==> config.mk <==
export PLATFORM = sky130hd
export DESIGN_NAME = floor_request_latch
export DESIGN_NICKNAME = d
export VERILOG_FILES = /design/src/rtl/floor_request_latch.sv
export SDC_FILE = /design/constraint.sdc
export NUM_CORES = 1
export LEC_CHECK = 0
export CORE_AREA = 2 2 100 102
export CTS_CLUSTER_SIZE = 40
export DETAILED_ROUTE_END_ITERATION = 16
export DIE_AREA = 0 0 102 104
export PLACE_DENSITY = 0.74
export SYNTH_ARGS = -nofsm -noshare
export SYNTH_HDL_FRONTEND = slang
export SYNTH_HIERARCHICAL = 1
export SYNTH_SLANG_ARGS = --single-unit
==> constraint.sdc <==
create_clock -name clk -period 15.3 [get_ports clk]
set_clock_uncertainty 0.1 [all_clocks]
set_input_delay 2.295 -clock clk [delete_from_list [all_inputs] [get_ports clk]]
set_output_delay 2.295 -clock clk [all_outputs]
set_load 0.02 [all_outputs]
==> src/rtl/floor_request_latch.sv <==
// floor_request_latch
//   Turns raw floor-call buttons into the pending-request mask shown by the
//   VGA path. Buttons are synchronized, debounced on a slow sample tick, and
//   latched as request bits until the elevator controller reports the floor
//   as serviced.
// Ports:
//   clk, rst     : clock, synchronous active-high reset
//   buttons      : raw asynchronous call buttons (active-high)
//   clear_en     : one-cycle strobe, floor clear_floor has been serviced
//   clear_floor  : serviced floor index (values >= FLOORS are ignored)
//   destination  : pending request mask, bit i = floor i
//   req_valid    : any request pending
//   next_floor   : lowest pending floor index, 0 when none
//   req_pulse    : one-cycle strobe when a new request bit is set

// Per-button synchronizer + debouncer. acc_o flags a newly accepted press
// for the cycle whose edge commits it.
module floor_request_lane (
  input  logic clk,
  input  logic rst,
  input  logic btn_i,
  input  logic tick_i,
  output logic acc_o
);
  logic sync1_q, sync2_q, samp_q, stable_q;

  // Pressed level seen on this tick and the previous one, not yet debounced high.
  assign acc_o = tick_i & sync2_q & samp_q & ~stable_q;

  always_ff @(posedge clk) begin
    if (rst) begin
      sync1_q  <= 1'b0;
      sync2_q  <= 1'b0;
      samp_q   <= 1'b0;
      stable_q <= 1'b0;
    end else begin
      sync1_q <= btn_i;
      sync2_q <= sync1_q;
      if (tick_i) begin
        samp_q <= sync2_q;
        if (sync2_q == samp_q) stable_q <= sync2_q;
      end
    end
  end
endmodule

module floor_request_latch #(
  parameter int FLOORS          = 16,
  parameter int FLOOR_W         = $clog2(FLOORS),
  parameter int DEBOUNCE_CYCLES = 50000,
  parameter int CNT_W           = 16
) (
  input  logic               clk,
  input  logic               rst,
  input  logic [FLOORS-1:0]  buttons,
  input  logic               clear_en,
  input  logic [FLOOR_W-1:0] clear_floor,
  output logic [FLOORS-1:0]  destination,
  output logic               req_valid,
  output logic [FLOOR_W-1:0] next_floor,
  output logic               req_pulse
);
  localparam logic [CNT_W-1:0]   TICK_AT   = CNT_W'(DEBOUNCE_CYCLES - 1);
  localparam logic [FLOOR_W:0]   FLOORS_LIM = (FLOOR_W + 1)'(FLOORS);

  logic [CNT_W-1:0]  cnt_q, cnt_d;
  logic              tick;
  logic [FLOORS-1:0] acc, clr_mask;
  logic [FLOORS-1:0] dest_q, dest_d;
  logic              pulse_q, pulse_d;

  // Sample-tick prescaler: exactly one tick per DEBOUNCE_CYCLES clocks.
  assign tick  = (cnt_q == TICK_AT);
  assign cnt_d = tick ? '0 : cnt_q + 1'b1;

  for (genvar i = 0; i < FLOORS; i++) begin : g_lane
    floor_request_lane u_lane (
      .clk    (clk),
      .rst    (rst),
      .btn_i  (buttons[i]),
      .tick_i (tick),
      .acc_o  (acc[i])
    );
  end

  // Out-of-range clear indices decode to an empty mask.
  always_comb begin
    clr_mask = '0;
    if (clear_en && ({1'b0, clear_floor} < FLOORS_LIM)) begin
      for (int i = 0; i < FLOORS; i++)
        if (clear_floor == FLOOR_W'(i)) clr_mask[i] = 1'b1;
    end
  end

  // Set beats clear on a collision; the pulse only reports bits that were 0.
  assign dest_d  = (dest_q & ~clr_mask) | acc;
  assign pulse_d = |(acc & ~dest_q);

  always_ff @(posedge clk) begin
    if (rst) begin
      cnt_q   <= '0;
      dest_q  <= '0;
      pulse_q <= 1'b0;
    end else begin
      cnt_q   <= cnt_d;
      dest_q  <= dest_d;
      pulse_q <= pulse_d;
    end
  end

  // Lowest-index priority encoder: scan downward so the lowest set bit wins.
  always_comb begin
    next_floor = '0;
    for (int i = FLOORS - 1; i >= 0; i--)
      if (dest_q[i]) next_floor = FLOOR_W'(i);
  end

  assign destination = dest_q;
  assign req_valid   = |dest_q;
  assign req_pulse   = pulse_q;
endmodule

# ---- After elaboration in Yosys (flattened, before gate mapping)
# Index checks and enable logic that the tools add are counted.
dict set report totals {
  word_cells 222
  reg_bits 97
  output_inout_bits 22
  inputBits 23
}
dict set report classes {
  reduce_logical 20
  addsub 1
  n_bitwise 69
  eq_ne 32
  muxes 33
}
# cell n
set ops {}
lappend ops {{two-way mux 4 bit} 16}
lappend ops {{bitwise AND 1 bit} 48}
lappend ops {{bitwise AND 16 bit} 2}
lappend ops {{equality test 4 bit, second input constant} 8}
lappend ops {{NOT 16 bit} 2}
lappend ops {{AND reduction 2 bit} 16}
lappend ops {{OR reduction 16 bit} 2}
lappend ops {{adder 16 x 1 -> 16 bit, second input constant} 1}
lappend ops {{equality test 1 bit} 16}
lappend ops {{equality test 16 bit, second input constant} 1}
lappend ops {{equality test 4 x 3 -> 1 bit, second input constant} 4}
lappend ops {{two-way mux 1 bit} 16}
lappend ops {{two-way mux 16 bit} 1}
lappend ops {{NOT 1 bit} 16}
lappend ops {{bitwise OR 16 bit} 1}
lappend ops {{equality test 4 x 2 -> 1 bit, second input constant} 2}
lappend ops {{equality test 4 x 1 -> 1 bit, second input constant} 1}
lappend ops {{logical NOT 4 bit} 1}
lappend ops {{OR reduction 2 bit} 1}

# ---- Depth between registers and ports, before layout
dict set report logic_depth {
  ltp_word 16
  ltp_mapped 8
  ltp_nobuf 8
}

# ---- By module
# Netlist, hierarchy kept.
# mod area_each_um2 seq_area_each_um2 cells_each instances
set modules_own_cells {}
lappend modules_own_cells {floor_request_lane 161.4 80.1 14 16}
lappend modules_own_cells {floor_request_latch 1609.0 660.6 202 1}

# ---- Worst setup path before layout
# Ideal clock, no wire load.
dict set report synth_path {
  path_kind {flip-flop to flip-flop}
  start {register cnt_q[4]}
  end {register pulse_q (netlist: req_pulse)}
  arrival_time_ns 7.100
  n_path_buf 0
  slack_ns 8.025
  period_less_slack_ns 7.275
  path_stages_with_launch 8
  setup_time_ns 0.074
  t_required_ns 15.126
  path_cell_list {dfxtp_1 > or4b_4 > nor4_1 > and4_2 > inv_1 > o2111ai_1 > nor3_1 > a31oi_1}
}
dict set report synth_via {
  elab_chain_len 6
  word_cells_on_any_way 51
  cone_classes {eq/ne: 1; bitwise: 49; reduce/logical: 1}
}
# item line_no
set synth_lines {}
lappend synth_lines {{from (decl)} 66} ;# logic [CNT_W-1:0] cnt_q, cnt_d;
lappend synth_lines {{from (signal assigned)} 105} ;# cnt_q <= cnt_d;
lappend synth_lines {{equality test 16 bit} 73} ;# assign tick = (cnt_q == TICK_AT);
lappend synth_lines {{net tick} 67} ;# logic tick;
lappend synth_lines {{bitwise AND 1 bit (3 in series)} 28} ;# assign acc_o = tick_i & sync2_q & samp_q & ~stable_q;
lappend synth_lines {{net acc[9]} 68} ;# logic [FLOORS-1:0] acc, clr_mask;
lappend synth_lines {{bitwise AND 16 bit} 97} ;# assign pulse_d = |(acc & ~dest_q);
lappend synth_lines {{OR reduction 16 bit} 97}
lappend synth_lines {{to (signal assigned)} 107} ;# pulse_q <= pulse_d;
lappend synth_lines {{to (decl)} 70} ;# logic pulse_q, pulse_d;
# The timed path passes the listed nets, and every way through them passes these cells.
# A chain may end at the register's enable or synchronous reset.

# ---- Final worst setup path
dict set report layout_path {
  start {register dest_q[2] (netlist: destination[2])}
  end {output next_floor[2]}
}
dict set report layout_via {
  elab_chain_len 3
}
# item line_no
set layout_lines {}
lappend layout_lines {{from (decl)} 69} ;# logic [FLOORS-1:0] dest_q, dest_d;
lappend layout_lines {{from (signal assigned)} 106} ;# dest_q <= dest_d;
lappend layout_lines {{two-way mux 4 bit (3 in series)} 115} ;# if (dest_q[i]) next_floor = FLOOR_W'(i);
lappend layout_lines {{to (decl)} 60} ;# output logic [FLOOR_W-1:0] next_floor,
# Every way passes these cells.

==> metrics.md <==
| Metric | Value |
|---|---|
| Status | finished, final reports clean |
| Most frequent cells after synthesis | 97 x dfxtp_1, 47 x nor2_1, 39 x inv_1 |
| Initial Utilization | 0.439 |
| Share of cells above drive strength 1 | 0.145 |
| Final hold viol count | 0 |
| Lkg Pwr | 1.64 nW |
| Setup ws final | 10850 ps |
| FF-to-FF path depth | 8 |
| Clock Path Buffers | 2 |
| Number of synthesized flops with an enable pin | 0 |
| Die Y | 104 µm |
| HP Class | reg -> reg |
| Sw Share | 0.226 |
| Worst-Margin Slew | about 1000 ps |
| Number of I/O pins | 45 |
| Psw | a little over 0.0001 W |
| Mean number of vias per cell | 5.05 |
| CTS Hold Buffers Added | 0 |
| Synth top area cells | dfxtp_1 46%, o32ai_2 6.2%, nor2b_4 5.3%, nor2b_1 4.8%, nor2_1 4.2% |
| Vias in the first global route | 2899 |
| Gate power share | 0.040 |
| Synth unique cells | 38 |
| Root Driver | clkbuf_8 |
| Net Count, Synth | 450 |
| Period minus WS final | ~4500 ps |
| Worst path max stage delay | 640 ps |
| Sequential area share after synthesis | 0.463 |
| Largest net degree at the start of global routing | 100 |
| Final setup TNS | 0 ps |
| Final setup vio count | 0 |
| Synth Area per Inst | 9.84 µm² |
| MaxCap Viol Count | 0 |
| Dpl hpwl | 5.56 mm |
| Worst Path Buf+Inv | 1 |
| Clock sinks | 97 |
| Proportion of power drawn by the clock network | 0.386 |
| CP startpoint kind | flop |
| ANT cells | 0 |
| Wire length of the first global-routing pass | between 10 and 15 mm |
| Final-report max-slew violation count | 0 |
| Synth Warn # | 6 |
| Power per cell area | 90.3 nW/µm² |
| Ys async rst share | 0 |
| Delay-heaviest family, CP | buffers and inverters |
| Layout area overhead | 19.3% |
| Initial DRC count | 169 |
| Setup CP Type | reg -> out |
| Multi-input logic area | 2090 µm² |
| Slowest cell on crit path | clkdlybuf4s50_1 |
| Die area | roughly 11000 µm² |
| Filler cell count | 888 |
| Worst EP arrival | 2060 ps |
| VDD IR-drop max | 0.0575 mV |
| CTS resizes | 0 |
| Critical Path End Type | output port |
| GPL Wtd Cong | roughly 0.86 |
| Unrepaired setup endpoints after global routing | false |
| WHS | about 340 ps |
| Reg2reg end | req_pulse$_SDFF_PP0_ |
| Total number of vias | 3114 |
| Core area | 9550 µm² |
| Htree depth | 3 |
| Seq cells post-synth | 97 |
| Final WL | around 8 mm |
| GR Util All Layers | 0.153 |
| GRT overflow | 0 |
| Setup bufs post-CTS | 0 |
| Post-Syn Area | 4190 µm² |
| Clock transition at path regs | 100 ps |
| Die Width | 102 µm |
| Post-synth top area share | 0.463 |
| Reg power frac | 0.574 |
| Hold Crit Endpoint | g_lane[1].u_lane/sync2_q$_SDFF_PP0_ |
| Fmax | 0.225 GHz |
| Synth Flop Type | dfxtp_1 |
| Hold depth | 1 |
| R2R Setup Slk | 12470 ps |
| Row count | 36 |
| Clk_lat worst skew | 350 ps |
| Internal power | roughly 0.00035 W |
| CP max FO | 7 |
| Min-Delay Startpoint | g_lane[1].u_lane/sync1_q$_SDFF_PP0_ |
| Max_slew headroom | 0.332 |
| Number of remaining DRC errors | 0 |
| Required time of the worst setup path | 12900 ps |
| Total power | roughly 0.00045 W |
| Cell Chain, Critical Path | nor4_1 -> a21boi_0 -> clkdlybuf4s50_1 |
| Pre-CTS setup slack | 11190 ps |
| Area occupied by registers | 1940 µm² |
| Synth area leader | dfxtp_1 |
| WL/cell | roughly 13 µm |
| Buffers on Ports | 44 |
| Gate Count Post-Synth | 426 |
| Final period util | 0.291 |
| Initial antenna violation count | 0 |
| Worst r2r src | cnt_q[3]$_SDFF_PP0_ |
| 1st-pass router iterations | 4 |
| Post-route antenna net violation count | 0 |
| Most common cell in the netlist | dfxtp_1 |
| Nets@finish | 503 |
| Num CTS Buffers | 9 |
| Final core occ | 0.524 |
| CTS tree | built |
metal layers:
layer / global-route usage / routed length [µm] / up-vias
met1: 0.196 / 3600 / 1434
met5: 0 / 0 / -
met4: 0.0495 / 166 / 0
met3: 0.0383 / 417 / 15
li1: - / - / 1598
met2: 0.251 / 3780 / 67
flip-flops by register name (all words and copies together) (netlist names):
name,flops
cnt_q,16
destination,16
g_lane.u_lane/samp_q,16
g_lane.u_lane/stable_q,16
g_lane.u_lane/sync1_q,16
g_lane.u_lane/sync2_q,16
req_pulse,1
power by group through the flow:
stage	clock network [W]	logic [W]	registers [W]
after floorplan	0	0.00000788	0.000264
after global placement	0	0.0000179	0.000265
after detailed placement	0	0.0000181	0.000265
after CTS	0.000179	0.0000182	0.000259
after global routing	0.000189	0.0000198	0.000260
final	0.000175	0.0000180	0.000259
worst reg2reg max path, delay by kind of cell, from the launching register on:
family / cells / cell delay (ps)
buf+inv: 2 / 650
simple gates: 4 / 1140
compound gates: 2 / 410
flops: 1 / 430
layout make-up:
class,count,share of cell area
repair buffers,45,0.0890
flip-flops and latches,97,0.388
clock inverters,5,0.0140
well taps,133,0.0333
clock buffers,11,0.0283
inverters,39,0.0293
multi-input cells,287,0.418
cell usage in the layout, fill, tap and decap left out, types with 2 or more instances in the layout:
master / count
a21oi_1: 35
and4_2: 16
buf_4: 2
clkbuf_8: 10
clkdlybuf4s50_1: 43
dfxtp_1: 97
inv_1: 39
inv_8: 2
mux2i_1: 16
nand2_1: 6
nand2b_1: 21
nand3_1: 9
nand3b_1: 2
nand4_1: 5
nor2_1: 47
nor2b_1: 32
nor2b_4: 16
nor3_1: 6
nor4_1: 5
o21ai_0: 13
o22ai_1: 7
o31ai_1: 4
o32ai_2: 16
or3_1: 2
xnor2_1: 12
xor2_1: 2
cell families after synthesis:
logic type               after synthesis  share of synthesized area
AO/OA/AOI/OAI                         82                      0.155
XOR/XNOR                              14                     0.0293
adder cells (fa/ha/maj)                1                    0.00298
buffers and inverters                 42                     0.0394
flip-flops                            97                      0.463
multiplexers                          16                     0.0382
AND/OR/NAND/NOR                      174                      0.272
through the flow:
| step | instances | instance area [µm²] |
|---|---|---|
| after floorplan | 426 | 4190 |
| after global placement | 601 | 4790 |
| after detailed placement | 601 | 4790 |
| after CTS | 617 | 5000 |
| after global routing | 617 | 5000 |
| final | 617 | 5000 |
how the worst max path moves through the flow:
| stage | start | to | slack (ps) | cells after the start |
|---|---|---|---|---|
| final | destination[2]$_SDFF_PP0_ | next_floor[2] | 10850 | 3 |
| after global routing | destination[2]$_SDFF_PP0_ | next_floor[2] | 10690 | 3 |
| after CTS | destination[5]$_SDFF_PP0_ | next_floor[1] | 10830 | 3 |
| after detailed placement | clear_en | destination[0]$_SDFF_PP0_ | 11190 | 5 |
| after global placement | clear_en | destination[0]$_SDFF_PP0_ | 11190 | 5 |
| after floorplan | cnt_q[4]$_SDFF_PP0_ | req_pulse$_SDFF_PP0_ | 8030 | 7 |
Power figures use the tool's default switching activity.
